File: config.mk
export PLATFORM = sky130hd
export DESIGN_NAME = cond_logic_unit
export DESIGN_NICKNAME = d
export VERILOG_FILES = /design/src/rtl/cond_logic_unit.sv
export SDC_FILE = /design/constraint.sdc
export NUM_CORES = 1
export LEC_CHECK = 0
export CAP_MARGIN = 0
export CORE_MARGIN = 2
export CORE_UTILIZATION = 41
export DETAILED_ROUTE_END_ITERATION = 16
export PLACE_DENSITY = 0.83
export SLEW_MARGIN = 25
export SYNTH_ARGS = -nofsm -noshare
export SYNTH_HDL_FRONTEND = slang
export SYNTH_SLANG_ARGS = --single-unit
File: constraint.sdc
create_clock -name clk -period 2.7 [get_ports clk]
set_input_delay 0.27 -clock clk [delete_from_list [all_inputs] [get_ports clk]]
set_output_delay 0.27 -clock clk [all_outputs]
set_load 0.01 [all_outputs]
File: src/rtl/cond_logic_unit.sv
// Condition-evaluation and flag-register stage: decides whether the decoded
// instruction executes, gates its write requests and maintains the NZCV flags.
module cond_logic_unit #(
  parameter logic [3:0] FLAGS_RESET = 4'b0000
) (
  input  logic       clk,
  input  logic       rst_n,
  input  logic       valid_in,
  input  logic [3:0] cond,
  input  logic [3:0] alu_flags,
  input  logic [1:0] flag_w,
  input  logic       pcs,
  input  logic       reg_w,
  input  logic       mem_w,
  input  logic       stall,
  input  logic       flush,
  output logic       pc_src,
  output logic       reg_write,
  output logic       mem_write,
  output logic       valid_out,
  output logic       cond_ex,
  output logic [3:0] flags,
  output logic       undef
);

  localparam logic [3:0] COND_NV = 4'b1111;

  logic [3:0] flags_q, flags_d;
  logic       pc_src_q, pc_src_d;
  logic       reg_write_q, reg_write_d;
  logic       mem_write_q, mem_write_d;
  logic       valid_out_q, valid_out_d;
  logic       undef_q, undef_d;
  logic       cond_ex_s;
  logic       take_s;

  // Evaluates a condition code against {N,Z,C,V}; 1111 never executes.
  function automatic logic cond_eval(input logic [3:0] c, input logic [3:0] f);
    logic n, z, cy, v, r;
    n  = f[3];
    z  = f[2];
    cy = f[1];
    v  = f[0];
    case (c)
      4'b0000: r = z;
      4'b0001: r = ~z;
      4'b0010: r = cy;
      4'b0011: r = ~cy;
      4'b0100: r = n;
      4'b0101: r = ~n;
      4'b0110: r = v;
      4'b0111: r = ~v;
      4'b1000: r = cy & ~z;
      4'b1001: r = ~cy | z;
      4'b1010: r = (n == v);
      4'b1011: r = (n != v);
      4'b1100: r = ~z & (n == v);
      4'b1101: r = z | (n != v);
      4'b1110: r = 1'b1;
      4'b1111: r = 1'b0;
      default: r = 1'b0;
    endcase
    return r;
  endfunction

  // Condition result uses the registered flags only; no alu_flags bypass.
  always_comb begin
    cond_ex_s = cond_eval(cond, flags_q);
    take_s    = valid_in & cond_ex_s & ~flush;
  end

  // Next-state: flush clears the outputs (flags hold) and outranks stall.
  always_comb begin
    flags_d     = flags_q;
    pc_src_d    = pc_src_q;
    reg_write_d = reg_write_q;
    mem_write_d = mem_write_q;
    valid_out_d = valid_out_q;
    undef_d     = undef_q;
    if (flush) begin
      pc_src_d    = 1'b0;
      reg_write_d = 1'b0;
      mem_write_d = 1'b0;
      valid_out_d = 1'b0;
      undef_d     = 1'b0;
    end else if (!stall) begin
      if (take_s & flag_w[1]) begin
        flags_d[3:2] = alu_flags[3:2];
      end else begin
        flags_d[3:2] = flags_q[3:2];
      end
      if (take_s & flag_w[0]) begin
        flags_d[1:0] = alu_flags[1:0];
      end else begin
        flags_d[1:0] = flags_q[1:0];
      end
      pc_src_d    = pcs & take_s;
      reg_write_d = reg_w & take_s;
      mem_write_d = mem_w & take_s;
      valid_out_d = valid_in;
      undef_d     = valid_in & (cond == COND_NV);
    end else begin
      flags_d     = flags_q;
      pc_src_d    = pc_src_q;
      reg_write_d = reg_write_q;
      mem_write_d = mem_write_q;
      valid_out_d = valid_out_q;
      undef_d     = undef_q;
    end
  end

  // State registers with asynchronous active-low reset.
  always_ff @(posedge clk or negedge rst_n) begin
    if (!rst_n) begin
      flags_q     <= FLAGS_RESET;
      pc_src_q    <= 1'b0;
      reg_write_q <= 1'b0;
      mem_write_q <= 1'b0;
      valid_out_q <= 1'b0;
      undef_q     <= 1'b0;
    end else begin
      flags_q     <= flags_d;
      pc_src_q    <= pc_src_d;
      reg_write_q <= reg_write_d;
      mem_write_q <= mem_write_d;
      valid_out_q <= valid_out_d;
      undef_q     <= undef_d;
    end
  end

  assign cond_ex   = cond_ex_s;
  assign flags     = flags_q;
  assign pc_src    = pc_src_q;
  assign reg_write = reg_write_q;
  assign mem_write = mem_write_q;
  assign valid_out = valid_out_q;
  assign undef     = undef_q;

endmodule
==> flow_metrics.tcl <==
set metrics [dict create \
    area_growth_pct 59.1 \
    crit_fanout 5 \
    crit_path_start_kind "primary input" \
    hold_viol_final 0 \
    clk_latency_ns 0.26 \
    fin_skew_ns 0.00732 \
    first_global_vias 551 \
    syn_inst 56 \
    portBuffers 27 \
    die_h_um 41.3 \
    synth_ff_type "dfrtp_1" \
    setup-tns-final_ns 0 \
    status "finished, final reports clean" \
    root_buffer "clkbuf_4" \
    synth_area_leaders "dfrtp_1 (39%), mux2_2 (7.9%), a22o_1 (4.6%)" \
    yosysMostFrequentCell "dfrtp_1" \
    ff2ff_setup_slack_ns 0.71 \
    cellLeakagePower_nw 0.400 \
    crit_chain "clkdlybuf4s50_1, or4b_1, o21ai_2, a221oi_2, o311ai_2, and2_1, clkdlybuf4s50_1" \
    vdd_drop_max_mv 0.332 \
    firstDrtPassIters 4 \
    seq_area_frac_synth 0.394 \
    hp-class "in2async" \
    clockBufferDepth 2 \
    period_needed_ns 2.55 \
    clock.fmax_ghz 0.393 \
    yosys_warnings 0 \
    num_rows 13 \
    die_x_um 41.3 \
    yosysTopAreaCellShare 0.394 \
    wire_per_inst_um 14.3 \
    clock-sinks 9 \
    synthArstFlopShare 1.00 \
    cp.required_ns 2.43 \
    synth-edff-count 0 \
    die_area_um2 1710 \
    io_pins 28 \
    ctsHoldBuffers 0 \
    route.vias.total 565 \
    slew_violations 0 \
    max_cap_viol_count 0 \
    netlist_area_um2 572 \
    critPathKind "in2out" \
    place_congestion 0.701 \
    grt_usage 0.202 \
    end_kind "primary output" \
    seq_area_um2 225 \
    synth_cell_types 32 \
    grt_setup_unrepaired "false" \
    syn_area_per_cell_um2 10.2 \
    cts_tree "done" \
    power.density_nw_per_um2 592 \
    finalWirelength_um 1490 \
    crit_cells 7 \
    post-place-ws_ns 0.0878 \
    fin_crit_sh 0.944 \
    avgViaCountPerCell 5.43 \
    drc 0 \
    crit_family "buffers and inverters" \
    post-synth-top-area-cell "dfrtp_1" \
    fillerInstances 116 \
    setup_viol 0 \
    ant_nets 0 \
    multi_input_area_um2 327 \
    cts_setup_buffers 0 \
    n_antenna_cell 0 \
    htreeDepth 1 \
    grt_max_degree 10 \
    drive_above_1_share 0.157 \
    setup_slack_ns 0.152 \
    numCtsBuffers 3 \
    grt_pass1_wl_um 2210 \
    syn_nets 74 \
    slowest_delay_ns 0.56 \
    cp_data_arrival_time_ns 2.28 \
    crit_buf_inv 2 \
    synthTopCellsByCount "dfrtp_1 (9), mux2_2 (4), a22o_1 (3), nor2_1 (3), xor2_1 (3)" \
    dp_hpwl_um 1150 \
    final_nets 108 \
    antenna_found_initial 0 \
    core_um2 1300 \
    start_util 0.439 \
    tightest_slew_ns 0.425 \
    ys_ff_latch 9 \
    slowest_stage "or4b_1" \
    power_w 0.000538 \
    slew_headroom 0.716 \
    path_clk_slew_ns 0.07 \
    grt_overflow 0 \
    path_common_cell "clkdlybuf4s50_1" \
    ff2ff_path_depth 7 \
    drtIter0Drc 16 \
]
metal layers:
layer	wire, µm	global-route usage	up-vias	part of all wire
met5	0	0	-	0
met4	32	0.0968	0	0.022
met3	70	0.0319	5	0.047
met2	734	0.344	25	0.49
met1	649	0.248	260	0.44
li1	-	-	275	-
cells by family (layout without fill, tap and decap cells):
group                  after synthesis  count (layout)  synth area share
buffers and inverters                4              37            0.0350
XOR/XNOR                             4               4            0.0613
multiplexers                         5               5            0.0963
AND/OR/NAND/NOR                     22              22             0.232
flip-flops                           9               9             0.394
AO/OA/AOI/OAI                       12              12             0.182
power breakdown:
part           leakage, nW  internal, W  total [W]  switching, W
Combinational        0.267     0.000144   0.000232     0.0000877
Sequential           0.118     0.000162   0.000201     0.0000398
Clock               0.0150    0.0000570   0.000105     0.0000482
layout make-up:
class,count,share of cell area
clock buffers,4,0.0289
multi-input cells,43,0.359
inverters,2,0.00825
repair buffers,31,0.336
flip-flops and latches,9,0.248
well taps,15,0.0206
worst paths after layout:
path	to	startpoint
setup / recovery	cond_ex	cond[1]
setup reg to reg	flags[0]	flags[3]
hold / removal	mem_write	rst_n
max in group asynchronous	flags[0]	rst_n
hold reg to reg	mem_write	mem_write
min in group clk	mem_write	mem_write
cells in the final DEF, fill, tap and decap left out, types with 2 or more instances in the layout:
cell type,Yosys,final
clkbuf_4,0,3
buf_4,1,4
nor2_1,3,3
or3_1,2,2
inv_1,2,2
nand4_1,2,2
a22o_1,3,3
nor3b_1,2,2
nand2_1,2,2
dfrtp_1,9,9
xor2_1,3,3
a21oi_1,2,2
mux2_2,4,4
clkdlybuf4s50_1,0,25
nor2b_1,2,2
dlymetal6s2s_1,0,2
worst reg2reg max path: cells and delay by family (launching register included):
| kind | cells | cell delay, ns |
|---|---|---|
| AO/OA/AOI/OAI | 3 | 0.26 |
| buffers and inverters | 1 | 0.18 |
| AND/OR/NAND/NOR | 2 | 0.64 |
| flip-flops | 1 | 0.46 |
| multiplexers | 1 | 0.31 |
repair_timing:
action,4_1_cts,5_1_grt
resized for setup,0,2
endpoints found under the hold margin,0,0
endpoints found under the setup margin,0,1
stage by stage:
step                utilization  std cells  hold slack, ns  cell area, µm²
finish                    0.699        104           0.307             910
global route              0.699        104           0.326             910
CTS                       0.695        104           0.320             905
detailed placement        0.675        100           0.489             878
global placement          0.675        100           0.489             878
floorplan                     -         56         -0.0256             572
sequential cells by signal, summed over array words and instances, names as in the netlist:
name	flops
pc_src	1
valid_out	1
flags	4
mem_write	1
reg_write	1
undef	1
(Power assumes the default switching activity.)
